File: src/rtl/ahb_apb_pkg.sv
// Shared encodings for the AHB-to-APB bridge: transfer types, peripheral regions
// and FSM states.
package ahb_apb_pkg;

   typedef enum logic [1:0] {
      HtransIdle   = 2'b00,
      HtransBusy   = 2'b01,
      HtransNonseq = 2'b10,
      HtransSeq    = 2'b11
   } htrans_e;

   localparam logic [31:0] Region0Base = 32'h8000_0000;
   localparam logic [31:0] Region1Base = 32'h8400_0000;
   localparam logic [31:0] Region2Base = 32'h8800_0000;
   localparam logic [31:0] RegionSize  = 32'h0400_0000;

   typedef enum logic [2:0] {
      StIdle,
      StRead,
      StRenable,
      StWwait,
      StWrite,
      StWenable
   } state_e;

   // One-hot peripheral select; all-zero for addresses outside the three regions.
   function automatic logic [2:0] region_sel(input logic [31:0] addr);
      logic [2:0] sel;
      sel = 3'b000;
      if (addr >= Region0Base && addr < Region0Base + RegionSize) sel = 3'b001;
      if (addr >= Region1Base && addr < Region1Base + RegionSize) sel = 3'b010;
      if (addr >= Region2Base && addr < Region2Base + RegionSize) sel = 3'b100;
      return sel;
   endfunction

endpackage

File: src/rtl/ahb_slave_if.sv
// AHB-side front end: transfer qualification, region decode, and the stage-1
// address/direction/select registers plus the write-data register.
module ahb_slave_if
   import ahb_apb_pkg::*;
(
   input  logic        clk_i,
   input  logic        rst_ni,
   input  logic        hwrite_i,
   input  logic        hreadyin_i,
   input  logic [1:0]  htrans_i,
   input  logic [31:0] haddr_i,
   input  logic [31:0] hwdata_i,
   input  logic        ready_i,
   output logic        valid_o,
   output logic [2:0]  sel_o,
   output logic [31:0] addr_o,
   output logic        write_o,
   output logic [2:0]  sel_q_o,
   output logic [31:0] hwdata_o
);

   logic [31:0] addr_q;
   logic        write_q;
   logic [2:0]  sel_q;
   logic        wr_acc_q;
   logic [31:0] hwdata_q;
   logic        accept;

   always_comb begin
      sel_o   = region_sel(haddr_i);
      valid_o = hreadyin_i && (sel_o != 3'b000) &&
                (htrans_i == HtransNonseq || htrans_i == HtransSeq);
   end

   // While the bridge stalls the master (ready low) the bus inputs are ignored.
   assign accept = valid_o && ready_i;

   always_ff @(posedge clk_i or negedge rst_ni) begin
      if (!rst_ni) begin
         addr_q   <= 32'h0;
         write_q  <= 1'b0;
         sel_q    <= 3'b000;
         wr_acc_q <= 1'b0;
         hwdata_q <= 32'h0;
      end else begin
         if (accept) begin
            addr_q  <= haddr_i;
            write_q <= hwrite_i;
            sel_q   <= sel_o;
         end
         wr_acc_q <= accept && hwrite_i;
         // Write data arrives one cycle after its address phase.
         if (wr_acc_q) hwdata_q <= hwdata_i;
      end
   end

   assign addr_o   = addr_q;
   assign write_o  = write_q;
   assign sel_q_o  = sel_q;
   assign hwdata_o = hwdata_q;

endmodule

File: src/rtl/ahb2apb_bridge.sv
// AHB-to-APB bridge: transfer FSM driving registered APB outputs and the
// AHB ready signal.
module ahb2apb_bridge
   import ahb_apb_pkg::*;
(
   input  logic        HCLK,
   input  logic        HRESETn,
   input  logic        Hwrite,
   input  logic        Hreadyin,
   input  logic [1:0]  Htrans,
   input  logic [31:0] Haddr,
   input  logic [31:0] Hwdata,
   input  logic [31:0] Prdata,
   output logic        Hreadyout,
   output logic [1:0]  Hresp,
   output logic [31:0] Hrdata,
   output logic [2:0]  Pselx,
   output logic        Penable,
   output logic        Pwrite,
   output logic [31:0] Paddr,
   output logic [31:0] Pwdata
);

   state_e      state_q, state_d;
   logic [2:0]  pselx_q, pselx_d;
   logic        penable_q, penable_d;
   logic        pwrite_q, pwrite_d;
   logic [31:0] paddr_q, paddr_d;
   logic        hreadyout_q, hreadyout_d;

   logic        valid;
   logic [2:0]  sel;
   logic [31:0] addr_s1;
   logic        write_s1;
   logic [2:0]  sel_s1;
   logic [31:0] hwdata_s1;

   ahb_slave_if u_slave_if (
      .clk_i      (HCLK),
      .rst_ni     (HRESETn),
      .hwrite_i   (Hwrite),
      .hreadyin_i (Hreadyin),
      .htrans_i   (Htrans),
      .haddr_i    (Haddr),
      .hwdata_i   (Hwdata),
      .ready_i    (hreadyout_q),
      .valid_o    (valid),
      .sel_o      (sel),
      .addr_o     (addr_s1),
      .write_o    (write_s1),
      .sel_q_o    (sel_s1),
      .hwdata_o   (hwdata_s1)
   );

   // Outputs are computed for the state being entered, so they are valid in it.
   always_comb begin
      state_d     = state_q;
      pselx_d     = pselx_q;
      penable_d   = penable_q;
      pwrite_d    = pwrite_q;
      paddr_d     = paddr_q;
      hreadyout_d = hreadyout_q;
      unique case (state_q)
         StIdle, StRenable, StWenable: begin
            state_d     = StIdle;
            pselx_d     = 3'b000;
            penable_d   = 1'b0;
            hreadyout_d = 1'b1;
            if (valid && !Hwrite) begin
               state_d     = StRead;
               pselx_d     = sel;
               paddr_d     = Haddr;
               pwrite_d    = 1'b0;
               hreadyout_d = 1'b0;
            end else if (valid) begin
               state_d     = StWwait;
               hreadyout_d = 1'b0;
            end
         end
         StRead: begin
            state_d     = StRenable;
            penable_d   = 1'b1;
            hreadyout_d = 1'b1;
         end
         StWwait: begin
            state_d     = StWrite;
            pselx_d     = sel_s1;
            paddr_d     = addr_s1;
            pwrite_d    = write_s1;
            hreadyout_d = 1'b0;
         end
         StWrite: begin
            state_d     = StWenable;
            penable_d   = 1'b1;
            hreadyout_d = 1'b1;
         end
         default: begin
            state_d     = StIdle;
            pselx_d     = 3'b000;
            penable_d   = 1'b0;
            hreadyout_d = 1'b1;
         end
      endcase
   end

   always_ff @(posedge HCLK or negedge HRESETn) begin
      if (!HRESETn) begin
         state_q     <= StIdle;
         pselx_q     <= 3'b000;
         penable_q   <= 1'b0;
         pwrite_q    <= 1'b0;
         paddr_q     <= 32'h0;
         hreadyout_q <= 1'b1;
      end else begin
         state_q     <= state_d;
         pselx_q     <= pselx_d;
         penable_q   <= penable_d;
         pwrite_q    <= pwrite_d;
         paddr_q     <= paddr_d;
         hreadyout_q <= hreadyout_d;
      end
   end

   assign Pselx     = pselx_q;
   assign Penable   = penable_q;
   assign Pwrite    = pwrite_q;
   assign Paddr     = paddr_q;
   assign Pwdata    = hwdata_s1;
   assign Hreadyout = hreadyout_q;
   assign Hresp     = 2'b00;
   assign Hrdata    = Prdata;

endmodule
File: config.mk
export PLATFORM = sky130hd
export DESIGN_NAME = ahb2apb_bridge
export DESIGN_NICKNAME = d
export VERILOG_FILES = /design/src/rtl/ahb_apb_pkg.sv /design/src/rtl/ahb_slave_if.sv /design/src/rtl/ahb2apb_bridge.sv
export SDC_FILE = /design/constraint.sdc
export NUM_CORES = 1
export LEC_CHECK = 0
export ABC_CLOCK_PERIOD_IN_PS = 2300
export BUFFER_PORTS_ARGS = -buffer_cell sky130_fd_sc_hd__buf_2
export CAP_MARGIN = 20
export CORE_MARGIN = 8
export CORE_UTILIZATION = 40
export DETAILED_ROUTE_END_ITERATION = 8
export PLACE_DENSITY_LB_ADDON = 0.15
export SYNTH_ARGS = -nofsm -noshare
export SYNTH_HDL_FRONTEND = slang
export SYNTH_SLANG_ARGS = --single-unit
export TNS_END_PERCENT = 30
File: constraint.sdc
create_clock -name HCLK -period 2.3 [get_ports HCLK]
set_clock_uncertainty 0.1 [all_clocks]
set_input_delay 0.23 -clock HCLK [delete_from_list [all_inputs] [get_ports HCLK]]
set_output_delay 0.23 -clock HCLK [all_outputs]
set_load 0.05 [all_outputs]
==> run summary, run 1 <==
Status -> completed
Inserted Diodes -> 0
Final core utilization -> 0.492
Max IR drop VDD -> 0.434 mV
Syn_area_per_cell -> 12.5 sq um
Dominant synthesized flop cell -> dfrtp_1
Hold WS -> 0.0136 ns
DR vias -> 3378
Synth Area in Compound Gates -> 0.120
Layout cells sized above 1 -> 0.496
CTS max path bufs -> 2
Chip height -> 125 um
Post-Synth XOR/XNOR Area -> 0
Setup CP Type -> reg2reg
Pwr/cell area -> 895 nW/um^2
Maxcap violations -> 0
Initial antenna violation count -> 1
Worst R2R Path Depth -> 5
Iter 0 DRT Violations -> 235
Fin nets -> 597
Max Fclk -> 495 MHz
Final cell count without fillers -> 647
Detailed Place HPWL -> 8190 um
Post CTS Setup Buffer Count -> 0
# DRC -> 0
Seq/Total Area, Yosys -> 0.576
Fin crit share -> 0.879
Vias in the first global route -> 3672
Area delta synth->final -> 22.1%
Synth Area in Simple Gates -> 0.0717
Clock Sinks -> 110
Htree depth -> 3
Later-pin clock latency in the skew report -> 0.34 ns
Leakage -> 2.98 nW
Post-synth EDFFs -> 0
Top Ports -> 206
Core area -> 11900 sq um
Post-cts hold buffer count -> 3
Worst hold path class -> in2reg
Post-synthesis mux area share -> 0.148
Final setup violating endpoints -> 0
Largest family of logic cells by synthesized area -> multiplexers
I/O Buffers -> 138
GP Congestion -> 0.718
Startpoint types -> flip-flop
Clk root buf -> clkbuf_16
Placed insts -> 628
Final ANT Viol Nets -> 0
CTS tree -> done
Critical-path maximum fanout -> 20
Crit path DAT -> 2.15 ns
Reg-to-reg setup timing slack -> 0.28 ns
Die Wd -> 125 um
Final global-route overflow total -> 0
Yosys cell types -> 33
Worst EP required -> 2.43 ns
CP startpoint -> state_q[2]$_DFF_PN0_
Synth Register Bits -> 110
Reg2reg start -> state_q[2]$_DFF_PN0_
Total track usage -> 0.152
Routed wire per std cell -> 18.0 um
Worst r2r dst -> Paddr[18]$_DFFE_PN0P_
Cts bufs inserted -> 9
First-pass GRT wire length -> 19100 um
Tmin final -> 2.02 ns
DRT Pass-1 Iters -> 4
Largest net degree at the start of global routing -> 48
Slew Limit Fails -> 0
Final Hold Viols -> 0
Synthesized cell area -> 4780 sq um
Crit path to -> Paddr[18]$_DFFE_PN0P_
Routed wire length -> 11600 um
Synth Instances -> 381
Crit. End Element -> flip-flop
Row count -> 40
Post-CTS sizing -> 0
Initial core utilization -> 0.403
Total negative setup slack -> 0 ns
Syn. warnings -> 0
Max_slew headroom -> 0.582
Die area -> 15700 sq um
RSZ-0062 raised after global routing -> no
Worst Max-Slew Pin Slew -> 0.628 ns
Adder-Cell Fraction of Synth Area -> 0
Clock-pin slew on the worst setup and hold paths -> 0.07 ns
Vias per cell -> 5.22
Asr flop ratio synth -> 1.00
[registers in the layout, indices dropped and copies added, names as in the netlist]
register and cells:
Hreadyout 1, Pwrite 1, u_slave_if.write_o 1, u_slave_if.sel_q_o 3, state_q 3, Pselx 3, u_slave_if.wr_acc_q 1, Penable 1
u_slave_if.addr_o 32, Paddr 32, u_slave_if.hwdata_o 32
[kinds of logic (layout without fill, tap and decap cells)]
kind of cell,Yosys count,after routing
AOI/OAI and AO/OA,73,73
buffers and inverters,62,180
DFF,110,110
muxes,63,63
other,1,2
and+or+nand+nor,72,72
[metal layers]
metal | GRT usage | vias to the layer above | routed length, um
met3 | 0.0582 | 29 | 998
met4 | 0.0673 | 2 | 275
met1 | 0.189 | 1662 | 5330
li1 | - | 1546 | -
met5 | 0 | - | 12
met2 | 0.231 | 139 | 5020
[final cells by class]
class,instances,area [sq um]
flip-flops and latches,110,2750
well taps,147,184
clock buffers,10,229
clock inverters,6,71.3
repair buffers,162,956
multi-input cells,210,1640
fillers,1102,6020
inverters,2,7.51
[worst max-delay path, stage by stage, from the launching register on]
cell and delay, ns:
dfrtp_1 0.38, or2_2 0.32, a2111oi_4 0.39, buf_4 0.33, a21oi_1 0.11, a221o_1 0.27
[cell usage after synthesis, types with 6 or more instances]
cell type  number  area share
a221o_1        30       0.063
a21oi_1        29       0.030
clkbuf_1       12      0.0094
mux2_2         60        0.14
nor2_1         10      0.0079
buf_4          34       0.053
dfrtp_1       109        0.57
o21ai_0         6      0.0063
nand2_1        43       0.034
buf_2           7      0.0073
[worst min-delay path by stage]
stage                                          endpoint  startpoint  slack [ns]  depth (start not counted)
floorplan                          Paddr[0]$_DFFE_PN0P_     HRESETn       -0.17                          0
global placement                   Paddr[8]$_DFFE_PN0P_     HRESETn        0.19                          1
detailed placement                 Paddr[8]$_DFFE_PN0P_     HRESETn        0.19                          1
CTS                 u_slave_if.hwdata_o[19]$_DFFE_PN0P_  Hwdata[19]       0.001                          2
global route        u_slave_if.hwdata_o[14]$_DFFE_PN0P_  Hwdata[14]       0.004                          2
finish              u_slave_if.hwdata_o[20]$_DFFE_PN0P_  Hwdata[20]        0.01                          2
[power breakdown]
part	total [W]	switching, W	internal (W)
combinational	0.00133	0.000929	0.000401
sequential	0.00233	0.000134	0.00220
clock	0.00156	0.000707	0.000855
total	0.00522	0.00177	0.00346
[cell usage in the layout, fill, tap and decap left out, types with 6 or more instances in the layout]
cell type / instances
nor2_1: 9
clkbuf_16: 9
mux2_2: 60
dfrtp_1: 109
a21oi_1: 29
buf_12: 6
nand2_1: 43
a221o_1: 30
buf_2: 137
o21ai_0: 6
buf_4: 16
[through the flow]
stage               power [W]  worst slack (ns)  area [sq um]
global placement      0.00368            0.0525          5510
global route          0.00548             0.159          5840
finish                0.00522             0.278          5840
detailed placement    0.00371            0.0473          5510
floorplan             0.00346             0.219          4780
CTS                   0.00530             0.260          5840
(Power assumes the default switching activity.)
==> inputs of run 2 (changes only) <==
--- a/config.mk
+++ b/config.mk
@@ -6,12 +6,13 @@
 export NUM_CORES = 1
 export LEC_CHECK = 0
 export ABC_CLOCK_PERIOD_IN_PS = 2300
-export BUFFER_PORTS_ARGS = -buffer_cell sky130_fd_sc_hd__buf_2
 export CAP_MARGIN = 20
 export CORE_MARGIN = 8
 export CORE_UTILIZATION = 40
 export DETAILED_ROUTE_END_ITERATION = 8
+export DONT_BUFFER_PORTS = 1
 export PLACE_DENSITY_LB_ADDON = 0.15
+export SKIP_LAST_GASP = 1
 export SYNTH_ARGS = -nofsm -noshare
 export SYNTH_HDL_FRONTEND = slang
 export SYNTH_SLANG_ARGS = --single-unit
==> run summary, run 2 (same netlist as run 1, synthesis figures left out) <==
Fin crit share -> 0.977
Initial antenna violation count -> 0
DR vias -> 3068
Final Hold Viols -> 110
Total negative setup slack -> 0 ns
Inserted Diodes -> 0
Worst R2R Path Depth -> 4
GP Congestion -> 0.675
Cell mode on critical path -> or4b_4
Post CTS Setup Buffer Count -> 0
Failing checks -> hold timing
Largest stage delay on the critical path -> 0.64 ns
Clock-pin slew on the worst setup and hold paths -> 0.07 ns
Final ANT Viol Nets -> 0
Critical-path maximum fanout -> 8
Cts bufs inserted -> 9
CTS max path bufs -> 2
I/O Buffers -> 0
Die area -> 15700 sq um
Routed wire per std cell -> 21.0 um
Area delta synth->final -> 18.5%
Crit-path slowest cell -> or4b_4
# DRC -> 0
Startpoint types -> primary input
Initial core utilization -> 0.403
Worst EP required -> 2.48 ns
Status -> finished, violations left
Vias in the first global route -> 3214
Setup CP Type -> in2reg
Max Fclk -> 445 MHz
Crit. End Element -> flip-flop
Later-pin clock latency in the skew report -> 0.34 ns
RSZ-0062 raised after global routing -> no
Post-CTS sizing -> 0
Post-cts hold buffer count -> 62
Pwr/cell area -> 904 nW/um^2
Iter 0 DRT Violations -> 203
Max IR drop VDD -> 0.388 mV
Clk root buf -> clkbuf_16
Maxcap violations -> 0
Hold WS -> -0.522 ns
Vias per cell -> 5.45
Top Ports -> 206
Layout cells sized above 1 -> 0.255
Commonest non-fill, non-tap cells in the layout -> 109 x dfrtp_1, 62 x dlygate4sd3_1, 60 x mux2_2, 43 x nand2_1, 30 x a221o_1
Fin nets -> 514
Crit path DAT -> 2.43 ns
Final setup violating endpoints -> 0
Worst Max-Slew Pin Slew -> 0.555 ns
Final global-route overflow total -> 0
Clock Sinks -> 110
Row count -> 40
Max_slew headroom -> 0.630
First-pass GRT wire length -> 18800 um
Die Wd -> 125 um
Htree depth -> 3
Slew Limit Fails -> 0
Leakage -> 2.64 nW
Total track usage -> 0.151
Detailed Place HPWL -> 7630 um
Worst hold path class -> in2async
CP Cell Sequence -> or4b_4 > or4b_4 > buf_4 > o41ai_2 > dlygate4sd3_1
Core area -> 11900 sq um
Most common cell after layout, fill and taps aside -> dfrtp_1
CTS tree -> done
Routed wire length -> 11800 um
DRT Pass-1 Iters -> 6
Largest net degree at the start of global routing -> 111
Chip height -> 125 um
Tmin final -> 2.25 ns
-- run 2: cell count changes in the layout (fill, tap and decap cells not counted) --
cell | before | now
buf_4 | 16 | 15
clkinv_2 | 1 | 2
buf_2 | 137 | 0
bufinv_16 | 1 | 2
buf_12 | 6 | 2
clkbuf_1 | 1 | 0
clkinv_4 | 2 | 0
inv_8 | 1 | 0
dlygate4sd3_1 | 3 | 62
inv_6 | 0 | 1
-- run 2: per-stage QoR --
step	worst slack [ns]	area, sq um	utilization	total power, W	instances
after CTS	0.0534	5670	0.478	0.00520	563
after detailed placement	0.118	4730	0.399	0.00344	486
final	0.0528	5670	0.478	0.00512	563
after global routing	0.0200	5670	0.478	0.00534	563
after floorplan	0.219	4780	-	0.00346	382
after global placement	0.127	4730	0.399	0.00341	486
-- run 2: area by class of cell --
| class | instances | area (sq um) |
|---|---|---|
| Timing Repair Buffer | 79 | 773 |
| Inverter | 2 | 7.51 |
| Multi-Input combinational cell | 210 | 1640 |
| Clock buffer | 9 | 225 |
| Clock inverter | 6 | 86.3 |
| Fill cell | 1044 | 6200 |
| Tap cell | 147 | 184 |
| Sequential cell | 110 | 2750 |
-- run 2: critical path, delay by kind of cell --
family / cells / cell delay [ns]
simple gates: 2 / 1.22
buf+inv: 2 / 0.79
compound gates: 1 / 0.19
-- run 2: final timing paths --
check | from | end | slack (ns)
min in group HCLK | Haddr[26] | Pselx[0]$_DFFE_PN0N_ | 0.02
setup / recovery | Haddr[28] | u_slave_if.sel_q_o[0]$_DFFE_PN0P_ | 0.05
setup reg to reg | Hreadyout$_DFF_PN1_ | u_slave_if.sel_q_o[0]$_DFFE_PN0P_ | 0.09
hold reg to reg | u_slave_if.addr_o[31]$_DFFE_PN0P_ | u_slave_if.addr_o[31]$_DFFE_PN0P_ | 0.37
hold / removal | HRESETn | u_slave_if.hwdata_o[17]$_DFFE_PN0P_ | -0.52
max in group asynchronous | HRESETn | Hreadyout$_DFF_PN1_ | 2.37
-- run 2: layer usage --
layer / GRT usage / vias up / routed length, um
li1: - / 1375 / -
met1: 0.181 / 1533 / 5080
met2: 0.233 / 132 / 5400
met3: 0.0659 / 28 / 1080
met4: 0.0659 / 0 / 276
met5: 0 / - / 0
-- run 2: power by group --
| group | switching (W) | internal, W | total [W] |
|---|---|---|---|
| logic | 0.000179 | 0.000301 | 0.000481 |
| clock network | 0.000686 | 0.000949 | 0.00163 |
| registers | 0.000816 | 0.00219 | 0.00300 |
| total | 0.00168 | 0.00344 | 0.00512 |
